$ cat config.mk
export PLATFORM = sky130hd
export DESIGN_NAME = wind_vec_avg
export DESIGN_NICKNAME = d
export VERILOG_FILES = /design/src/rtl/wind_vec_avg.sv
export SDC_FILE = /design/constraint.sdc
export NUM_CORES = 1
export LEC_CHECK = 0
export ABC_CLOCK_PERIOD_IN_PS = 3150
export BUFFER_PORTS_ARGS = -buffer_cell sky130_fd_sc_hd__buf_2
export CAP_MARGIN = 10
export CORE_MARGIN = 2
export CORE_UTILIZATION = 40
export DETAILED_ROUTE_END_ITERATION = 10
export GPL_TIMING_DRIVEN = 0
export PLACE_DENSITY = 0.58
export SKIP_CTS_REPAIR_TIMING = 1
export SLEW_MARGIN = 20
export SYNTH_ARGS = -nofsm -noshare
export SYNTH_HDL_FRONTEND = slang
export SYNTH_SLANG_ARGS = --single-unit
$ cat constraint.sdc
create_clock -name clock -period 3.15 [get_ports clock]
set_clock_uncertainty 0.15 [all_clocks]
set_input_delay 0 -clock clock [delete_from_list [all_inputs] [get_ports clock]]
set_output_delay 0 -clock clock [all_outputs]
set_load 0.005 [all_outputs]
$ cat src/rtl/wind_vec_avg.sv
// Block-averages signed wind vector samples and presents the rounded mean to the
// rectangular-to-polar stage, rate-limited so the CORDIC always finishes before restarting.
module wind_vec_avg #(
  parameter int LOG2_N  = 3,
  parameter int MIN_GAP = 24
) (
  input  logic                clock,
  input  logic                reset,
  input  logic                sample_valid,
  input  logic signed [15:0]  x_in,
  input  logic signed [15:0]  y_in,
  output logic signed [15:0]  X,
  output logic signed [15:0]  Y,
  output logic                validSpeed,
  output logic                overrun
);

  localparam int DATA_W = 16;
  localparam int SUM_W  = DATA_W + LOG2_N + 1;
  localparam logic signed [SUM_W-1:0] RND = SUM_W'(2 ** (LOG2_N - 1));
  localparam logic [7:0] GAP_MAX = 8'(MIN_GAP);

  typedef enum logic [1:0] {EMPTY, PENDING, EMIT} state_t;

  state_t                    state, state_nxt;
  logic signed [SUM_W-1:0]   sum_x, sum_y;
  logic signed [SUM_W-1:0]   sum_x_acc, sum_y_acc;
  logic [LOG2_N-1:0]         cnt;
  logic signed [DATA_W-1:0]  pend_x, pend_y;
  logic [7:0]                gap, gap_nxt;
  logic                      pend, pend_nxt;
  logic                      complete, emit;

  // Mean of a full block, rounded half toward +inf; a mean of 16-bit values cannot overflow.
  function automatic logic signed [DATA_W-1:0] round_avg(input logic signed [SUM_W-1:0] s);
    logic signed [SUM_W-1:0] t;
    t = (s + RND) >>> LOG2_N;
    return t[DATA_W-1:0];
  endfunction

  assign sum_x_acc = sum_x + SUM_W'(x_in);
  assign sum_y_acc = sum_y + SUM_W'(y_in);
  assign complete  = sample_valid && (cnt == '1);
  assign pend      = (state != EMPTY);
  assign emit      = (state == EMIT);

  // The state register encodes pend and whether the gap has expired, so EMIT is a pure decode.
  always_comb begin
    pend_nxt  = pend;
    gap_nxt   = gap;
    state_nxt = state;
    if (complete)  pend_nxt = 1'b1;
    else if (emit) pend_nxt = 1'b0;
    if (emit)                gap_nxt = 8'd0;
    else if (gap < GAP_MAX)  gap_nxt = gap + 8'd1;
    if (!pend_nxt)                state_nxt = EMPTY;
    else if (gap_nxt == GAP_MAX)  state_nxt = EMIT;
    else                          state_nxt = PENDING;
  end

  always_ff @(posedge clock) begin
    if (reset) begin
      state      <= EMPTY;
      gap        <= GAP_MAX;
      cnt        <= '0;
      sum_x      <= '0;
      sum_y      <= '0;
      pend_x     <= '0;
      pend_y     <= '0;
      X          <= '0;
      Y          <= '0;
      validSpeed <= 1'b0;
      overrun    <= 1'b0;
    end else begin
      state      <= state_nxt;
      gap        <= gap_nxt;
      validSpeed <= emit;
      if (emit) begin
        X <= pend_x;
        Y <= pend_y;
      end
      if (complete) begin
        pend_x <= round_avg(sum_x_acc);
        pend_y <= round_avg(sum_y_acc);
        sum_x  <= '0;
        sum_y  <= '0;
        cnt    <= '0;
        // An emit at this edge consumes the old block, so only a true overwrite is flagged.
        if (pend && !emit) overrun <= 1'b1;
      end else if (sample_valid) begin
        sum_x <= sum_x_acc;
        sum_y <= sum_y_acc;
        cnt   <= cnt + 1'b1;
      end
    end
  end

endmodule

==> results of run 1 <==
-- cells in the mapped netlist, drive strengths merged (23+ instances only) --
master / instances
mux2i: 23
nand3: 26
xnor2: 30
a211oi: 25
nor2: 101
xor2: 24
ha: 41
dfxtp: 117
o21ai: 24
a21oi: 78
clkbuf: 34
nor3: 31
nand2: 107
-- kinds of logic (layout without fill, tap and decap cells) --
logic type,count (synthesis),count (layout)
compound gates,199,199
xor+xnor,54,54
fa+ha+maj,43,43
buf+inv,55,168
flops,117,117
mux,23,23
simple gates,335,335
-- registers in the layout, summed over array words and instances (netlist names) --
signal      flops
state           2
sum_x          19
gap             8
validSpeed      1
Y              16
sum_y          19
cnt             3
pend_x         16
pend_y         16
overrun         1
X              16
-- final cells by class --
type	count	share of cell area
timing repair buffer	87	0.0622
multi-input combinational	654	0.535
clock buffer	21	0.0540
inverter	12	0.00528
tap	220	0.0323
sequential	117	0.275
clock inverter	9	0.0179
buffer	39	0.0185
-- worst max-delay path: cells and delay by family, from the launching register on --
kind                       cells  cell delay (ns)
AOI/OAI and AO/OA              5             1.30
adders and majority gates      2             0.58
buffers and inverters          1             0.16
DFF                            1             0.33
and+or+nand+nor                2             0.63
-- through the flow --
| step | setup TNS, ns | cell area (um2) | power (uW) | hold WS, ns | utilization |
|---|---|---|---|---|---|
| floorplan | 0 | 6760 | 2730 | 0.111 | - |
| global placement | -2.42 | 7370 | 3080 | 0.221 | 0.446 |
| detailed placement | -2.52 | 7370 | 3090 | 0.234 | 0.446 |
| CTS | -2.75 | 7980 | 5140 | -0.205 | 0.483 |
| global route | -1.28 | 8530 | 5650 | 0.0315 | 0.516 |
| finish | -0.386 | 8530 | 5380 | -0.00350 | 0.516 |
-- power breakdown --
part	internal (uW)	switching [uW]	leakage [uW]	total, uW
logic	672	1060	0.00211	1730
registers	1560	48.5	0.000952	1610
clock network	1350	685	0.000291	2040
total	3580	1790	0.00335	5380
-- cell usage in the layout, fill, tap and decap left out, types with 4 or more instances in the layout --
cell and instances:
or3_1 7, and2_1 7, nor2b_1 4, a311oi_2 4, or4_1 6, o31ai_1 4, xnor2_1 29, a211oi_2 5
and3_1 6, o21ai_1 7, dlygate4sd3_1 5, bufinv_16 4, nor4_1 4, inv_1 11, nor2_1 101, nand3_1 20
a21oi_4 4, nand2b_1 8, ha_1 34, nand2_1 107, nand3_2 5, a211oi_1 19, a21oi_2 7, clkbuf_1 31
a21o_1 4, o21a_1 6, xor2_1 19, nor3_1 27, clkbuf_16 17, mux2i_1 23, buf_4 11, dfxtp_1 114
o21ai_0 16, xor2_2 5, ha_4 5, nand4_1 10, o211ai_1 8, buf_2 72, a21oi_1 67
-- per-layer routing --
metal,vias up,routed length (um),global-route usage
met5,-,0,0
met4,0,295,0.0632
met3,29,677,0.0351
met2,121,7960,0.307
met1,2889,9270,0.298
li1,3177,-,-
-- how the worst max path moves through the flow --
stage | end | slack [ns] | cells past startpoint
after detailed placement | pend_y[13] | -0.41 | 10
final | pend_x[12] | -0.13 | 10
after floorplan | pend_x[14] | 0.03 | 9
after global routing | pend_x[15] | -0.26 | 11
after CTS | pend_y[13] | -0.43 | 10
after global placement | pend_y[15] | -0.39 | 10
==> results.sh, run 1 <==
export IMPL_avgViaCountPerCell=5.36
export IMPL_avgSynthCellArea_um2=8.16
export IMPL_firstDrtPassIters=5
export IMPL_via_count=6216
export IMPL_crit_arrival_ns=3.43
export IMPL_wirelength_um=18200
export IMPL_grt_first_pass_wirelength_um=29200
export IMPL_cts_made_buffers=17
export IMPL_drt_iter0_drc=308
export IMPL_fp_dieW_um=134
export IMPL_relSlewSlack=0.407
export IMPL_synth_top_family_by_area="simple AND/OR/NAND/NOR gates"
export IMPL_dp_hpwl_um=13500
export IMPL_synthAdderAreaFrac=0.0821
export IMPL_grt_max_degree=17
export IMPL_place_ws_ns=-0.414
export IMPL_period_share=1.04
export IMPL_seq_area_mm2=0.00235
export IMPL_r2r_end="pend_x[12]"
export IMPL_gp_congestion=0.881
export IMPL_cts_root_buf="clkbuf_16"
export IMPL_violations="negative hold slack, negative setup slack"
export IMPL_tritoncts="yes"
export IMPL_crit_start="sum_x[0]"
export IMPL_min_to="sum_y[2]"
export IMPL_grt_ovfl_total=0
export IMPL_finalMaxSlewViolations=0
export IMPL_cts_sinks=117
export IMPL_crit_required_ns=3.30
export IMPL_synth_compound_area_frac=0.202
export IMPL_drive_gt1_frac=0.198
export IMPL_setup_viol=4
export IMPL_antenna_cells=0
export IMPL_clk_path_buf_depth=2
export IMPL_hold_violations=1
export IMPL_ir_worst_vdd_uv=407
export IMPL_synthSimpleGateAreaFrac=0.232
export IMPL_syn_cell_area_mm2=0.00674
export IMPL_rows=47
export IMPL_start_util=0.408
export IMPL_fin_crit_ns=3.28
export IMPL_synth_seq_cells=117
export IMPL_crit_type="flop to flop"
export IMPL_min_path_cells=5
export IMPL_grt_pass1_vias=5595
export IMPL_port_buffers=67
export IMPL_yosysWarnings=0
export IMPL_multi_input_comb_area_mm2=0.00456
export IMPL_synth_top_area_frac=0.348
export IMPL_synth_top_area_cell="dfxtp_1"
export IMPL_ios=69
export IMPL_worst_pin_slew_ns=0.889
export IMPL_hold_path_class="input port to flop"
export IMPL_synth_mux_area_fraction=0.0342
export IMPL_critPathSlowestCell="or4_4"
export IMPL_hp_start="y_in[2]"
export IMPL_synthXorXnorAreaFrac=0.0702
export IMPL_fin_cells=1159
export IMPL_fin_ws_ns=-0.129
export IMPL_yosysUniqueCellTypes=73
export IMPL_synth_edff_count=0
export IMPL_reg2reg_depth=10
export IMPL_fin_nets=1006
export IMPL_critPathMaxFanout=5
export IMPL_synthToLayoutAreaGrowth_pct=26.6
export IMPL_syn_nets=904
export IMPL_dieArea_mm2=0.0179
export IMPL_drc=0
export IMPL_placedCellCount=1113
export IMPL_p_per_area_mw_per_mm2=630
export IMPL_holdWs_ns=-0.00350
export IMPL_netlist_instances=826
export IMPL_fillers=1604
export IMPL_detail_route_wl_per_cell_um=15.7
export IMPL_antenna_found_initial=0
export IMPL_postRouteAntennaNets=0
export IMPL_r2r_slack_ns=-0.13
export IMPL_ys_async_sr_fraction=0
export IMPL_clk_pin_slew_ns=0.06
export IMPL_r2r_start="sum_x[0]"
export IMPL_die_h_um=134
export IMPL_rsz0062_at_grt="yes"
export IMPL_core_area_mm2=0.0165
export IMPL_cap_violations=0
export IMPL_yosysSeqAreaShare=0.348
export IMPL_setup_worst_path_end_class="flop"
export IMPL_p_leak_uw=0.00335
export IMPL_crit_chain="ha_4, fa_2, a21oi_4, o22ai_4, or4_4, a311oi_4, nand4_4, buf_6, o311a_4, a221o_1"
export IMPL_max_stage_delay_ns=0.45
export IMPL_netlist_top_cells_area="dfxtp_1, ha_1, nand2_1"
export IMPL_htree_levels=4
export IMPL_ys_flop_type="dfxtp_1"
export IMPL_fmax_mhz=305
export IMPL_start_kind="flop"
export IMPL_grtUsageTotal=0.204
export IMPL_worstSkewPairLatency_ns=0.42
export IMPL_status="complete, but fails checks"
Power figures use the tool's default switching activity.
==> inputs of run 2 (changes only) <==
- CORE_MARGIN: 2 -> unset
==> results.sh, run 2 (same netlist as run 1, synthesis figures left out) <==
export IMPL_start_util=0.408
export IMPL_crit_arrival_ns=3.47
export IMPL_fin_ws_ns=-0.175
export IMPL_worst_pin_slew_ns=0.925
export IMPL_pwr_share_comb=0.313
export IMPL_firstDrtPassIters=4
export IMPL_drive_gt1_frac=0.210
export IMPL_max_stage_delay_ns=0.46
export IMPL_cts_root_buf="clkbuf_16"
export IMPL_crit_start="sum_x[0]"
export IMPL_hold_violations=2
export IMPL_ios=69
export IMPL_ir_worst_vdd_uv=439
export IMPL_drt_iter0_drc=364
export IMPL_grt_pass1_vias=5594
export IMPL_dieArea_mm2=0.0174
export IMPL_internal_power_uw=3730
export IMPL_port_buffers=67
export IMPL_die_h_um=132
export IMPL_layout_common_cells="dfxtp_1, nand2_1, nor2_1"
export IMPL_p_seq_frac=0.291
export IMPL_grt_busiest_layer="met2"
export IMPL_r2r_start="sum_x[0]"
export IMPL_grtUsageMet3=0.0354
export IMPL_wirelength_um=18100
export IMPL_start_kind="flop"
export IMPL_worstSkewPairLatency_ns=0.41
export IMPL_fin_cells=1164
export IMPL_avgViaCountPerCell=5.34
export IMPL_p_per_area_mw_per_mm2=641
export IMPL_hp_start="y_in[1]"
export IMPL_setup_viol=6
export IMPL_p_leak_uw=0.00339
export IMPL_crit_required_ns=3.29
export IMPL_antenna_cells=0
export IMPL_gp_congestion=0.846
export IMPL_hold_path_class="input port to flop"
export IMPL_core_area_mm2=0.0165
export IMPL_synthToLayoutAreaGrowth_pct=27.7
export IMPL_cap_violations=0
export IMPL_grt_first_pass_wirelength_um=28800
export IMPL_critPathSlowestCell="or4_4"
export IMPL_status="complete, but fails checks"
export IMPL_fin_nets=1010
export IMPL_crit_chain="ha_4, fa_2, a21oi_4, o22ai_4, or4_4, a311oi_4, nand4_4, buf_6, o311a_4, a221o_1"
export IMPL_detail_route_wl_per_cell_um=15.6
export IMPL_top_regs="sum_x: 19 flops, sum_y: 19 flops"
export IMPL_fillers=1604
export IMPL_place_ws_ns=-0.410
export IMPL_switching_share=0.324
export IMPL_antenna_found_initial=0
export IMPL_rsz0062_at_grt="yes"
export IMPL_clk_path_buf_depth=2
export IMPL_r2r_slack_ns=-0.18
export IMPL_rows=47
export IMPL_htree_levels=4
export IMPL_p_sw_uw=1780
export IMPL_critPathMaxFanout=8
export IMPL_grtUsageTotal=0.209
export IMPL_relSlewSlack=0.383
export IMPL_cts_made_buffers=17
export IMPL_tritoncts="yes"
export IMPL_final_common_cell="dfxtp_1"
export IMPL_dp_hpwl_um=13300
export IMPL_fin_crit_ns=3.33
export IMPL_use_met1=0.296
export IMPL_violations="negative hold slack, negative setup slack"
export IMPL_finalMaxSlewViolations=0
export IMPL_via_count=6215
export IMPL_cts_sinks=117
export IMPL_placedCellCount=1113
export IMPL_gr_usage_met2=0.327
export IMPL_postRouteAntennaNets=0
export IMPL_clk_pin_slew_ns=0.06
export IMPL_grt_ovfl_total=0
export IMPL_clkPwrFrac=0.395
export IMPL_fmax_mhz=301
export IMPL_drc=0
export IMPL_grt_max_degree=17
export IMPL_period_share=1.06
export IMPL_fp_dieW_um=132
export IMPL_holdWs_ns=-0.0491
export IMPL_setup_worst_path_end_class="flop"
export IMPL_crit_type="flop to flop"
==> run 2: changes by cell type in the layout (fill, tap and decap cells not counted), sizes merged <==
cell,previous run,this run
buf,90,96
bufinv,4,6
clkbuf,52,51
clkinv,3,4
clkinvlp,3,1
dlygate4sd3,5,4
==> run 2: final cells by class <==
| type | instances | area, um2 | share of cell area |
|---|---|---|---|
| Tap cell | 220 | 275 | 0.0320 |
| Buffer | 39 | 158 | 0.0183 |
| Clock inverter | 10 | 203 | 0.0236 |
| Multi-Input combinational cell | 654 | 4600 | 0.535 |
| Sequential cell | 117 | 2340 | 0.272 |
| Clock buffer | 21 | 450 | 0.0523 |
| Inverter | 12 | 45.0 | 0.00523 |
| Timing Repair Buffer | 91 | 529 | 0.0615 |
==> run 2: metrics by stage <==
step / setup TNS, ns / util / area, um2 / total power [uW] / hold WS [ns]
6_report: -0.641 / 0.521 / 8610 / 5510 / -0.0491
5_1_grt: -1.33 / 0.521 / 8610 / 5790 / 0.0108
4_1_cts: -2.59 / 0.485 / 8020 / 5270 / -0.198
3_5_place_dp: -2.35 / 0.446 / 7370 / 3080 / 0.219
3_3_place_gp: -2.26 / 0.446 / 7370 / 3080 / 0.222
2_1_floorplan: 0 / - / 6760 / 2730 / 0.111
==> run 2: critical path: cells and delay by family (launching register included) <==
family,cells,cell delay (ns)
compound gates,5,1.32
fa+ha+maj,2,0.59
buf+inv,1,0.16
flops,1,0.33
simple gates,2,0.65
==> run 2: worst paths after layout <==
check                                  end  cells past startpoint
worst max-delay path            pend_x[12]                     10
worst min-delay path              sum_y[1]                      4
worst max register to register  pend_x[12]                     10
worst min register to register        Y[3]                      2
==> run 2: metal layers <==
metal	wire [um]	vias to the layer above
met3	605	14
met1	9110	2890
met4	161	0
met2	8240	125
met5	0	-
li1	-	3186
==> run 2: power by group through the flow <==
stage | logic (uW) | clock network, uW | registers [uW]
after detailed placement | 1450 | 0 | 1630
after CTS | 1460 | 2200 | 1600
after global placement | 1450 | 0 | 1630
final | 1730 | 2180 | 1610
after global routing | 1890 | 2280 | 1620
after floorplan | 1110 | 0 | 1620
==> inputs of run 3 (changes only) <==
- SETUP_SLACK_MARGIN: unset -> 0.4
==> results.sh, run 3 (same netlist as run 1, synthesis figures left out) <==
export IMPL_top_regs="sum_x: 19 flops, sum_y: 19 flops"
export IMPL_start_kind="flop"
export IMPL_hold_path_class="input port to flop"
export IMPL_p_leak_uw=0.00355
export IMPL_place_area_mm2=0.00751
export IMPL_crit_arrival_ns=3.41
export IMPL_die_h_um=132
export IMPL_cts_root_buf="clkbuf_16"
export IMPL_stdcell_area_mm2=0.00914
export IMPL_hold_violations=0
export IMPL_dp_hpwl_um=13500
export IMPL_fin_nets=1038
export IMPL_port_buffers=67
export IMPL_drive_gt1_frac=0.282
export IMPL_fin_ws_ns=-0.0980
export IMPL_cp_num_buf_inv=2
export IMPL_htree_levels=4
export IMPL_grt_pass1_vias=5596
export IMPL_wirelength_um=19300
export IMPL_crit_start="sum_x[0]"
export IMPL_ios=69
export IMPL_drt_iter0_drc=328
export IMPL_cap_violations=0
export IMPL_hp_start="reset"
export IMPL_fin_tns_setup_ns=-0.161
export IMPL_via_count=6381
export IMPL_fillers=1582
export IMPL_postRouteAntennaNets=0
export IMPL_max_stage_delay_ns=0.46
export IMPL_antenna_cells=0
export IMPL_cpMostUsedCell="buf_4"
export IMPL_crit_chain="ha_4, fa_2, a21oi_4, o22ai_4, buf_4, or4_1, nand4_1, buf_4, nand3_4, or4_4, a32o_1"
export IMPL_critPathMaxFanout=7
export IMPL_p_per_area_mw_per_mm2=621
export IMPL_cts_sinks=117
export IMPL_rows=47
export IMPL_tritoncts="yes"
export IMPL_place_ws_ns=-0.243
export IMPL_clk_pin_slew_ns=0.06
export IMPL_cts_made_buffers=17
export IMPL_r2r_start="sum_x[0]"
export IMPL_detail_route_wl_per_cell_um=16.2
export IMPL_core_area_mm2=0.0165
export IMPL_fmax_mhz=308
export IMPL_final_common_cell="dfxtp_1"
export IMPL_violations="negative setup slack"
export IMPL_relSlewSlack=0.383
export IMPL_dieArea_mm2=0.0174
export IMPL_period_share=1.03
export IMPL_multi_input_comb_area_mm2=0.00496
export IMPL_layout_common_cells="dfxtp_1, nand2_1, nor2_1"
export IMPL_setup_viol=3
export IMPL_worstSkewPairLatency_ns=0.42
export IMPL_crit_type="flop to flop"
export IMPL_synthToLayoutAreaGrowth_pct=35.7
export IMPL_grtUsageTotal=0.211
export IMPL_status="complete, but fails checks"
export IMPL_grt_max_degree=17
export IMPL_crit_required_ns=3.32
export IMPL_finalMaxSlewViolations=0
export IMPL_fp_dieW_um=132
export IMPL_gp_congestion=0.887
export IMPL_cp_top_family="simple AND/OR/NAND/NOR gates"
export IMPL_setup_worst_path_end_class="flop"
export IMPL_avgViaCountPerCell=5.35
export IMPL_seq_area_mm2=0.00235
export IMPL_fin_crit_ns=3.25
export IMPL_drc=0
export IMPL_worst_pin_slew_ns=0.926
export IMPL_grt_first_pass_wirelength_um=29100
export IMPL_grt_ovfl_total=0
export IMPL_rsz0062_at_grt="yes"
export IMPL_firstDrtPassIters=5
export IMPL_critPathSlowestCell="or4_1"
export IMPL_start_util=0.408
export IMPL_clk_path_buf_depth=2
export IMPL_p_total_uw=5680
export IMPL_antenna_found_initial=0
export IMPL_ir_worst_vdd_uv=391
## run 3: worst min-delay path, delay by kind of cell
| family | cells | cell delay [ns] |
|---|---|---|
| buf+inv | 2 | 0.33 |
| compound gates | 1 | 0.11 |
| simple gates | 1 | 0.09 |
## run 3: power by group
| group | total, uW | switching, uW | internal, uW |
|---|---|---|---|
| combinational | 2120 | 1210 | 908 |
| clock | 1950 | 756 | 1190 |
| sequential | 1620 | 56.0 | 1560 |
| total | 5680 | 2020 | 3660 |
## run 3: worst paths after layout
path | end | cells past startpoint | slack [ns]
worst max-delay path | pend_x[15] | 11 | -0.1
worst max register to register | pend_x[15] | 11 | -0.1
worst min-delay path | pend_x[7] | 4 | 0.02
worst min register to register | Y[14] | 2 | 0.30
## run 3: cell type report
type | instances | area share
multi-input combinational | 654 | 0.542
sequential | 117 | 0.257
timing repair buffer | 115 | 0.0780
clock buffer | 18 | 0.0480
tap | 220 | 0.0301
buffer | 43 | 0.0227
clock inverter | 14 | 0.0166
inverter | 12 | 0.00493
## run 3: routing by layer
metal / track usage / share of wire / vias to the layer above
met5: 0 / 0 / -
met4: 0.0446 / 0.012 / 0
met3: 0.0473 / 0.040 / 21
met2: 0.319 / 0.45 / 135
met1: 0.304 / 0.50 / 2985
li1: - / - / 3240
## run 3: per-stage QoR
stage / util / hold WS [ns] / cells
finish: 0.553 / 0.0239 / 1193
global route: 0.553 / 0.0568 / 1193
CTS: 0.490 / -0.198 / 1145
detailed placement: 0.454 / 0.229 / 1113
global placement: 0.454 / 0.224 / 1113
floorplan: - / 0.0986 / 826
